<file path="src/rtl/l2_cache_pkg.sv">
// Shared types and geometry helpers for the direct-mapped L2 cache.
// Line offset width is fixed; tag and index widths follow from the parameters.
package l2_types;

   localparam int OFFSET_W = 5;

   typedef enum logic [1:0] {
      IDLE      = 2'd0,
      CHECK     = 2'd1,
      WRITEBACK = 2'd2,
      FILL      = 2'd3
   } l2_state_e;

   function automatic int tag_width(input int addr_w, input int s_index);
      return addr_w - OFFSET_W - s_index;
   endfunction

   function automatic int index_width(input int s_index);
      return s_index;
   endfunction

   function automatic int line_bytes(input int line_w);
      return line_w / 8;
   endfunction

endpackage

</file>
<file path="src/rtl/l2_cache_array.sv">
// Per-set valid/dirty/tag/data storage with one combinational read port
// and one byte-masked write port sharing the same set index.
module l2_array
   import l2_types::*;
#(
   parameter int S_INDEX = 3,
   parameter int TAG_W   = 24,
   parameter int LINE_W  = 256
) (
   input  logic                           clk,
   input  logic                           rst_n,
   input  logic [S_INDEX-1:0]             idx,
   output logic                           rd_valid,
   output logic                           rd_dirty,
   output logic [TAG_W-1:0]               rd_tag,
   output logic [LINE_W-1:0]              rd_data,
   input  logic                           data_we,
   input  logic [line_bytes(LINE_W)-1:0]  data_be,
   input  logic [LINE_W-1:0]              data_wdata,
   input  logic                           tag_we,
   input  logic [TAG_W-1:0]               tag_wdata,
   input  logic                           dirty_we,
   input  logic                           dirty_wdata
);

   localparam int SETS = 2 ** S_INDEX;
   localparam int BE_W = line_bytes(LINE_W);

   logic [SETS-1:0]   valid_r;
   logic [SETS-1:0]   dirty_r;
   logic [TAG_W-1:0]  tag_r  [SETS];
   logic [LINE_W-1:0] data_r [SETS];
   logic [LINE_W-1:0] merged_s;

   assign rd_valid = valid_r[idx];
   assign rd_dirty = dirty_r[idx];
   assign rd_tag   = tag_r[idx];
   assign rd_data  = data_r[idx];

   // Byte merge of incoming write data over the currently stored line
   always_comb begin
      merged_s = data_r[idx];
      for (int b = 0; b < BE_W; b++) begin
         if (data_be[b]) begin
            merged_s[8*b +: 8] = data_wdata[8*b +: 8];
         end else begin
            merged_s[8*b +: 8] = data_r[idx][8*b +: 8];
         end
      end
   end

   // Valid/dirty flags: the only storage that must come out of reset known
   always_ff @(posedge clk or negedge rst_n) begin
      if (!rst_n) begin
         valid_r <= '0;
         dirty_r <= '0;
      end else begin
         if (tag_we) begin
            valid_r[idx] <= 1'b1;
         end
         if (dirty_we) begin
            dirty_r[idx] <= dirty_wdata;
         end
      end
   end

   // Tag and data payload, contents undefined until first fill
   always_ff @(posedge clk) begin
      if (data_we) begin
         data_r[idx] <= merged_s;
      end
      if (tag_we) begin
         tag_r[idx] <= tag_wdata;
      end
   end

endmodule

</file>
<file path="src/rtl/l2_cache.sv">
// Direct-mapped write-back/write-allocate L2: request FSM, address muxing and
// registered upstream/downstream outputs around the l2_array storage.
module l2_cache
   import l2_types::*;
#(
   parameter int S_INDEX = 3,
   parameter int ADDR_W  = 32,
   parameter int LINE_W  = 256
) (
   input  logic                   clk,
   input  logic                   rst_n,
   input  logic                   mem_read,
   input  logic                   mem_write,
   input  logic [ADDR_W-1:0]      mem_address,
   input  logic [LINE_W-1:0]      mem_wdata,
   input  logic [LINE_W/8-1:0]    mem_byte_enable,
   output logic [LINE_W-1:0]      mem_rdata,
   output logic                   mem_resp,
   output logic                   pmem_read,
   output logic                   pmem_write,
   output logic [ADDR_W-1:0]      pmem_address,
   output logic [LINE_W-1:0]      pmem_wdata,
   input  logic [LINE_W-1:0]      pmem_rdata,
   input  logic                   pmem_resp
);

   localparam int TAG_W = tag_width(ADDR_W, S_INDEX);
   localparam int IDX_W = index_width(S_INDEX);
   localparam int BE_W  = line_bytes(LINE_W);

   l2_state_e           state_r, next_state_s;
   logic [TAG_W-1:0]    req_tag_r;
   logic [IDX_W-1:0]    req_idx_r;
   logic [LINE_W-1:0]   req_wdata_r;
   logic [BE_W-1:0]     req_be_r;
   logic                req_write_r;

   logic                req_s, hit_s, unused_ok_s;
   logic [TAG_W-1:0]    in_tag_s, lk_tag_s;
   logic [IDX_W-1:0]    in_idx_s, idx_s;
   logic                rd_valid_s, rd_dirty_s;
   logic [TAG_W-1:0]    rd_tag_s;
   logic [LINE_W-1:0]   rd_data_s;

   logic                data_we_s, tag_we_s, dirty_we_s, dirty_wdata_s;
   logic [BE_W-1:0]     data_be_s;
   logic [LINE_W-1:0]   data_wdata_s;

   logic                mem_resp_r, pmem_read_r, pmem_write_r;
   logic [LINE_W-1:0]   mem_rdata_r, pmem_wdata_r;
   logic [ADDR_W-1:0]   pmem_address_r;
   logic                mem_resp_nx_s;
   logic [LINE_W-1:0]   mem_rdata_nx_s, pmem_wdata_nx_s;
   logic [ADDR_W-1:0]   pmem_address_nx_s;

   assign req_s       = mem_read | mem_write;
   assign in_tag_s    = mem_address[ADDR_W-1 -: TAG_W];
   assign in_idx_s    = mem_address[OFFSET_W +: IDX_W];
   assign unused_ok_s = ^mem_address[OFFSET_W-1:0];

   // In IDLE the array is looked up with the incoming address so the hit
   // response can be registered into the CHECK cycle
   always_comb begin
      if (state_r == IDLE) begin
         idx_s    = in_idx_s;
         lk_tag_s = in_tag_s;
      end else begin
         idx_s    = req_idx_r;
         lk_tag_s = req_tag_r;
      end
   end

   assign hit_s = rd_valid_s && (rd_tag_s == lk_tag_s);

   l2_array #(
      .S_INDEX (S_INDEX),
      .TAG_W   (TAG_W),
      .LINE_W  (LINE_W)
   ) u_array (
      .clk         (clk),
      .rst_n       (rst_n),
      .idx         (idx_s),
      .rd_valid    (rd_valid_s),
      .rd_dirty    (rd_dirty_s),
      .rd_tag      (rd_tag_s),
      .rd_data     (rd_data_s),
      .data_we     (data_we_s),
      .data_be     (data_be_s),
      .data_wdata  (data_wdata_s),
      .tag_we      (tag_we_s),
      .tag_wdata   (req_tag_r),
      .dirty_we    (dirty_we_s),
      .dirty_wdata (dirty_wdata_s)
   );

   // Next-state and array write controls
   always_comb begin
      next_state_s  = state_r;
      data_we_s     = 1'b0;
      data_be_s     = req_be_r;
      data_wdata_s  = req_wdata_r;
      tag_we_s      = 1'b0;
      dirty_we_s    = 1'b0;
      dirty_wdata_s = 1'b0;
      case (state_r)
         IDLE: begin
            if (req_s) begin
               next_state_s = CHECK;
            end else begin
               next_state_s = IDLE;
            end
         end
         CHECK: begin
            if (hit_s) begin
               next_state_s = IDLE;
               if (req_write_r) begin
                  data_we_s     = 1'b1;
                  dirty_we_s    = 1'b1;
                  dirty_wdata_s = 1'b1;
               end else begin
                  data_we_s     = 1'b0;
               end
            end else if (rd_valid_s && rd_dirty_s) begin
               next_state_s = WRITEBACK;
            end else begin
               next_state_s = FILL;
            end
         end
         WRITEBACK: begin
            if (pmem_resp) begin
               dirty_we_s   = 1'b1;
               next_state_s = FILL;
            end else begin
               next_state_s = WRITEBACK;
            end
         end
         FILL: begin
            if (pmem_resp) begin
               data_we_s    = 1'b1;
               data_be_s    = '1;
               data_wdata_s = pmem_rdata;
               tag_we_s     = 1'b1;
               dirty_we_s   = 1'b1;
               next_state_s = CHECK;
            end else begin
               next_state_s = FILL;
            end
         end
         default: begin
            next_state_s = IDLE;
         end
      endcase
   end

   // Output values for the coming cycle; a fill always makes CHECK hit
   always_comb begin
      mem_resp_nx_s     = 1'b0;
      mem_rdata_nx_s    = '0;
      pmem_address_nx_s = '0;
      pmem_wdata_nx_s   = '0;
      if ((state_r == IDLE) && req_s && hit_s) begin
         mem_resp_nx_s  = 1'b1;
         mem_rdata_nx_s = rd_data_s;
      end else if ((state_r == FILL) && pmem_resp) begin
         mem_resp_nx_s  = 1'b1;
         mem_rdata_nx_s = pmem_rdata;
      end else begin
         mem_resp_nx_s  = 1'b0;
      end
      if (next_state_s == WRITEBACK) begin
         pmem_address_nx_s = {rd_tag_s, req_idx_r, {OFFSET_W{1'b0}}};
         pmem_wdata_nx_s   = rd_data_s;
      end else if (next_state_s == FILL) begin
         pmem_address_nx_s = {req_tag_r, req_idx_r, {OFFSET_W{1'b0}}};
      end else begin
         pmem_address_nx_s = '0;
      end
   end

   // State, request latch and registered outputs
   always_ff @(posedge clk or negedge rst_n) begin
      if (!rst_n) begin
         state_r        <= IDLE;
         req_tag_r      <= '0;
         req_idx_r      <= '0;
         req_wdata_r    <= '0;
         req_be_r       <= '0;
         req_write_r    <= 1'b0;
         mem_resp_r     <= 1'b0;
         mem_rdata_r    <= '0;
         pmem_read_r    <= 1'b0;
         pmem_write_r   <= 1'b0;
         pmem_address_r <= '0;
         pmem_wdata_r   <= '0;
      end else begin
         state_r <= next_state_s;
         if ((state_r == IDLE) && req_s) begin
            req_tag_r   <= in_tag_s;
            req_idx_r   <= in_idx_s;
            req_wdata_r <= mem_wdata;
            req_be_r    <= mem_byte_enable;
            req_write_r <= mem_write;
         end
         mem_resp_r     <= mem_resp_nx_s;
         mem_rdata_r    <= mem_rdata_nx_s;
         pmem_read_r    <= (next_state_s == FILL);
         pmem_write_r   <= (next_state_s == WRITEBACK);
         pmem_address_r <= pmem_address_nx_s;
         pmem_wdata_r   <= pmem_wdata_nx_s;
      end
   end

   assign mem_resp     = mem_resp_r;
   assign mem_rdata    = mem_rdata_r;
   assign pmem_read    = pmem_read_r;
   assign pmem_write   = pmem_write_r;
   assign pmem_address = pmem_address_r;
   assign pmem_wdata   = pmem_wdata_r;

endmodule

</file>
<file path="config.mk">
export PLATFORM = sky130hd
export DESIGN_NAME = l2_cache
export DESIGN_NICKNAME = d
export VERILOG_FILES = /design/src/rtl/l2_cache_pkg.sv /design/src/rtl/l2_cache_array.sv /design/src/rtl/l2_cache.sv
export SDC_FILE = /design/constraint.sdc
export NUM_CORES = 2
export LEC_CHECK = 0
export ABC_AREA = 1
export BUFFER_PORTS_ARGS = -buffer_cell sky130_fd_sc_hd__buf_2
export CORE_UTILIZATION = 30
export DETAILED_ROUTE_END_ITERATION = 10
export MAX_ROUTING_LAYER = met4
export SLEW_MARGIN = 20
export SYNTH_ARGS = -nofsm -noshare
export SYNTH_HDL_FRONTEND = slang
export SYNTH_HIERARCHICAL = 1
export SYNTH_SLANG_ARGS = --single-unit
</file>
<file path="constraint.sdc">
create_clock -name clk -period 15.95 [get_ports clk]
set_input_delay 0 -clock clk [delete_from_list [all_inputs] [get_ports clk]]
set_output_delay 0 -clock clk [all_outputs]
set_load 0.05 [all_outputs]
</file>
* Word-level counts from Yosys, hierarchy flattened
Memories as Yosys holds them, arrays and structs flattened.
Cells that the tools add are included.
** Storage, ports and cells
- Memories kept :: 2
- Bits in writable memories :: 2240
- Logic and storage cells :: 103
- Output and inout bits :: 547
- Bits of input ports :: 581
- Register bits after elaboration :: 881
** Cells by class
- Bitwise operators :: 2
- Multiplexer cells :: 69
- Reduce and logical (&&, ||, !) cells :: 8
- Equality and inequality tests :: 6
- $lt $le $gt $ge :: 2
** Memory list
- u_array.data_r :: depth 8, width 256, rd ports 1, clocked after Yosys merged registers in 0, write ports 1, line l2_cache_array.sv:32 : logic [LINE_W-1:0] data_r [SETS];
- u_array.tag_r :: depth 8, width 24, rd ports 1, clocked after Yosys merged registers in 0, write ports 1, line l2_cache_array.sv:31 : logic [TAG_W-1:0] tag_r [SETS];
** Operator list (count)
- 256-bit two-way mux :: 5
- 8-bit two-way mux :: 32
- 32-bit two-way mux :: 4
- 24-bit == test :: 1
- 24-bit two-way mux :: 1
- 1-bit two-way mux :: 17
- 8-bit bitwise mux :: 1
- 2-bit == test (second input constant) :: 4
- 8-bit bitwise OR :: 1
- 2-bit one-hot mux with 4 select lines :: 1
- 1-bit binary-select mux with 3-bit select :: 2
- 1-bit logical AND :: 6
- 3-bit by 4-bit < comparator with 1-bit output (second input constant) :: 1
- 2-bit two-way mux :: 2
- 1-bit one-hot mux with 2 select lines :: 2
- 1-bit demux with 3-bit select :: 1
- 3-bit by 1-bit >= comparator with 1-bit output (second input constant) :: 1
- 3-bit two-way mux :: 1
- 2-bit by 1-bit == test with 1-bit output (second input constant) :: 1
- 2-bit logical NOT :: 1
- 2-bit OR reduction :: 1
- 1-bit bitwise OR :: 1

* Logic depth before layout (Yosys ltp)
- Depth in word-level cells :: 11
- Gate-level depth with buffers :: 28
- Mapped depth without buffers :: 23

* Cells and area by module
Netlist, hierarchy kept.
** By module, submodules not included
- l2_array :: instances 1, cells each 9357, area each 95036.1 um^2, sequential area each 67664.9 um^2
- l2_cache :: instances 1, cells each 3988, area each 35913.2 um^2, sequential area each 21520.6 um^2

* Least setup slack after synthesis
Ideal clock, no wire load.
- Kind :: register to register
- From :: register state_r[1]
- To :: memory u_array.data_r[5][0] (enable)
- Arrival :: 13.478 ns
- Path slack :: 1.592 ns
- Path buffers :: 5
- Cell stages (with the launch flop) :: 24
- Library setup time :: 0.881 ns
- Required time :: 15.069 ns
- Period minus slack after synthesis :: 14.358 ns
- Path through :: dfrtp_1 nor2_2 buf_2 o21ai_0 buf_2 buf_6 buf_6 buf_4 nand2_1 a21oi_1 or2_2 nand2_1 nand2_1 inv_1 nand3_1 nand2_1 nand2_1 nor2_1 nand3_1 nor2_2 nand3_1 nand2_1 inv_1 nor2_1
** On the way
- Cells in the longest elaborated chain, start to end :: 9
- Elaborated cells between the ends (all ways) :: 14
- Classes of those cells :: eq/ne (3); mux (8); reduce/logical (2); memory (1)
** Ends and longest elaborated chain
- start, declared :: line l2_cache.sv:31 : l2_state_e state_r, next_state_s;
- start signal, assigned :: line l2_cache.sv:196 : state_r <= next_state_s;
- 2-bit logical NOT :: line l2_cache.sv:64 : if (state_r == IDLE) begin
- 3-bit two-way mux :: line l2_cache.sv:64
- via idx_s[0] :: line l2_cache.sv:40 : logic [IDX_W-1:0] in_idx_s, idx_s;
- memory read 8 x 24 bit
- via rd_tag_s[4] :: line l2_cache.sv:42 : logic [TAG_W-1:0] rd_tag_s;
- 24-bit == test :: line l2_cache.sv:73 : assign hit_s = rd_valid_s && (rd_tag_s == lk_tag_s);
- 1-bit logical AND :: line l2_cache.sv:73
- 1-bit two-way mux :: line l2_cache.sv:114 : if (hit_s) begin
- 1-bit one-hot mux with 2 select lines :: line l2_cache.sv:105 : case (state_r)
- via data_we_s :: line l2_cache.sv:45 : logic data_we_s, tag_we_s, dirty_we_s, dirty_wdata_s;
- 1-bit two-way mux :: line l2_cache_array.sv:69 : if (data_we) begin
- 1-bit two-way mux (not written as such) :: line l2_cache_array.sv:70 : data_r[idx] <= merged_s;
- end, declared :: line l2_cache_array.sv:32
The timed path passes the listed nets, and every way through them passes these cells. The select of a mux whose other input is x is not followed.

* Worst setup path in the final report
- From :: register state_r[1]
- To :: memory u_array.data_r[0][152] (enable)
The elaborated chain is that of the path after synthesis.

==> metrics <==
IO Port Bufs=1117; DR iter-0 viols=8258; crit path time final=8.714 ns; status=complete, no violations; Initial Utilization=0.3014; Routed Wire Length=411200 microns; Crit path required time=16.44 ns; total grt overflow=0; WL/cell=19.14 microns; Synth area leader=edfxtp_1; vias per cell=4.629; Die Span Y=662.7 microns; Layout area overhead=26.19%; via count=99480; Antenna Nets Post-Route=0; final hold slack=0.1205 ns; Max H-tree Level=5; Synthesis Warnings=6; Num CTS Buffers=341; total core area=434500 sq um; full die area=439100 sq um; routability cong.=0.8846; Startpoint Class=flop; Nets=16030; Crit. End Element=flop; Synth area leaders=edfxtp_1 (51%), nand2_1 (24%), dfrtp_1 (17%); Worst Hold Class=input pin to flop; Synth cell types=33; Worst-Skew Late Latency=0.93 ns; max-cap violations=0; Most common cell on crit path=nand2_1; unrepaired setup endpoints after global routing=no; fmax=114.8 MHz; DR pass1 iterations=7; dpl hpwl=235200 microns; syn_area_per_cell=9.813 sq um; initial antenna violation count=33; TritonCTS Sinks=3116; Seq cells post-synth=3116; critical path class=flop to flop; post-CTS sizing=0; Row Count=242; Worst-Margin Slew=1.281 ns; first-pass GRT wire length=611300 microns; CTS root buf=clkbuf_16; max incr delay on CP=0.89 ns; Syn Std Cell Area=130900 sq um; Yosys top cell area share=0.5137; # DRC=0; Crit path arrival time=9.21 ns; Setup-failing EPs final=0; IO Count=1128; share of layout cells above drive strength 1=0.1327; post-synthesis sequential area ratio=0.6811; Worst-path clk slew=0.06 ns; die width=662.7 microns; peak supply drop=0.1843 mV; Max FO, Critical Path=132; total negative setup slack=0 ns; CTS tree=built; CP max-delay cell=buf_4; fill cell count=41520; Worst Clk Skew=0.07086 ns; Hold Vio Cnt, Final=0; largest net degree at the start of global routing=213; max-slew violations=0; vias in the first global route=97410; Tcrit/Tclk final=0.5464; Power Dens Cells=217.8 nW/um^2; Pleak=75.44 nW; Max Root-Sink Buffers=4; Slew Limit Headroom=0.1457; Post-Syn Instances=13350; GR Util All Layers=0.1864
## per-stage QoR
step / power, mW / util / worst slack (ns) / cells / cell area [sq um]
finish: 35.99 / 0.3803 / 7.236 / 21490 / 165300
global route: 38.18 / 0.3803 / 6.783 / 21490 / 165200
CTS: 36.18 / 0.3801 / 7.219 / 21470 / 165200
global placement: 27.74 / 0.3262 / 7.256 / 19630 / 141700
floorplan: 23.03 / - / 1.592 / 13350 / 131000
detailed placement: 27.90 / 0.3262 / 7.235 / 19630 / 141700
## critical path: cells and delay by family, from the launching register on
kind,cells,cell delay (ns)
compound gates,1,0.09
simple gates,18,2.74
buf+inv,8,4.56
flops,1,0.45
## cell usage in the layout, fill, tap and decap left out, drive strengths merged
cell / instances
o21bai: 1
conb: 5
inv: 400
bufinv: 21
o21ai: 311
nand4: 35
clkinv: 104
a22o: 1
o22ai: 1
or2: 48
nand2: 8258
a31oi: 2
nor3: 259
nor2: 64
diode: 24
nand3b: 13
dfrtp: 876
clkbuf: 478
dlygate4sd3: 1208
buf: 1253
nand3: 68
and2: 2
a21oi: 69
edfxtp: 2240
a22oi: 7
clkinvlp: 8
## cells in the mapped netlist
master       n
nor2_1      61
a21oi_1     69
a31oi_1      2
o21ai_1    213
buf_2      296
nor3_1      10
buf_1       42
clkbuf_1   275
and2_1       2
nand2_1   8257
buf_6       49
o21ai_0     98
nand4_1     35
a22oi_1      7
nor2_2       3
nor3_2     248
clkinv_1     2
inv_1      376
nand2_4      1
or2_2       47
a22o_1       1
buf_4       43
conb_1       1
or2_1        1
nand3_4      1
dfrtp_1    876
inv_2        6
edfxtp_1  2240
nor3_4       1
o21bai_1     1
nand3b_1    13
o22ai_1      1
nand3_1     67
## timing repair
| item | in CTS | in global routing |
|---|---|---|
| endpoints found under the hold margin | 2881 | 1 |
| buffers inserted | 0 | 0 |
| hold buffers | 1208 | 1 |
## flip-flops by register name, indices dropped and copies added, names as in the netlist
signal / count
req_idx_r: 3
req_be_r: 32
pmem_address: 27
req_write_r: 1
req_tag_r: 24
mem_resp: 1
u_array/data_r: 2048
mem_rdata: 256
state_r: 2
u_array/valid_r: 8
pmem_write: 1
pmem_read: 1
pmem_wdata: 256
req_wdata_r: 256
u_array/tag_r: 192
u_array/dirty_r: 8
## report_power, final
part | internal (mW) | switching (mW)
combinational | 3.43 | 12.1
clock | 4.60 | 3.32
sequential | 12.0 | 0.579
## kinds of logic (layout without fill, tap and decap cells)
logic type | count (synthesis) | in the layout | synth area share
other | 1 | 29 | 0.00002864
buffers and inverters | 1089 | 3472 | 0.03809
and+or+nand+nor | 8747 | 8747 | 0.2656
AOI/OAI and AO/OA | 392 | 392 | 0.01519
DFF | 3116 | 3116 | 0.6811
## cell type report
cell class	instances	area (sq um)	share of cell area
antenna	24	60.06	0.0003634
clock buffer	478	9643	0.05835
clock inverter	149	1682	0.01018
inverter	384	1486	0.008995
multi-input combinational	9144	36980	0.2238
sequential	3116	89190	0.5397
tap	5734	7174	0.04342
timing repair buffer	2461	19040	0.1152
## path summary, 6_finish.rpt
| path | from | end | slack [ns] | depth (start not counted) |
|---|---|---|---|---|
| setup / recovery | state_r[1] | u_array/data_r[0][152] | 7.24 | 27 |
| setup reg to reg | state_r[1] | u_array/data_r[0][152] | 7.24 | 27 |
| hold / removal | pmem_rdata[13] | mem_rdata[13] | 0.12 | 4 |
| min in group asynchronous | rst_n | mem_rdata[244] | 0.47 | 4 |
| max in group asynchronous | rst_n | mem_rdata[128] | 12.36 | 7 |
| hold reg to reg | u_array/valid_r[4] | u_array/valid_r[4] | 0.46 | 2 |
## routing by layer
| layer | vias to the layer above | wire length, microns | GRT usage | part of all wire |
|---|---|---|---|---|
| met5 | - | 0 | - | 0 |
| met4 | 0 | 19510 | 0.08161 | 0.047 |
| met1 | 48230 | 170900 | 0.2299 | 0.42 |
| met3 | 1069 | 21110 | 0.02304 | 0.051 |
| met2 | 3434 | 199700 | 0.3079 | 0.49 |
| li1 | 46750 | - | - | - |
Note: power is estimated with default switching activity, not from simulation.
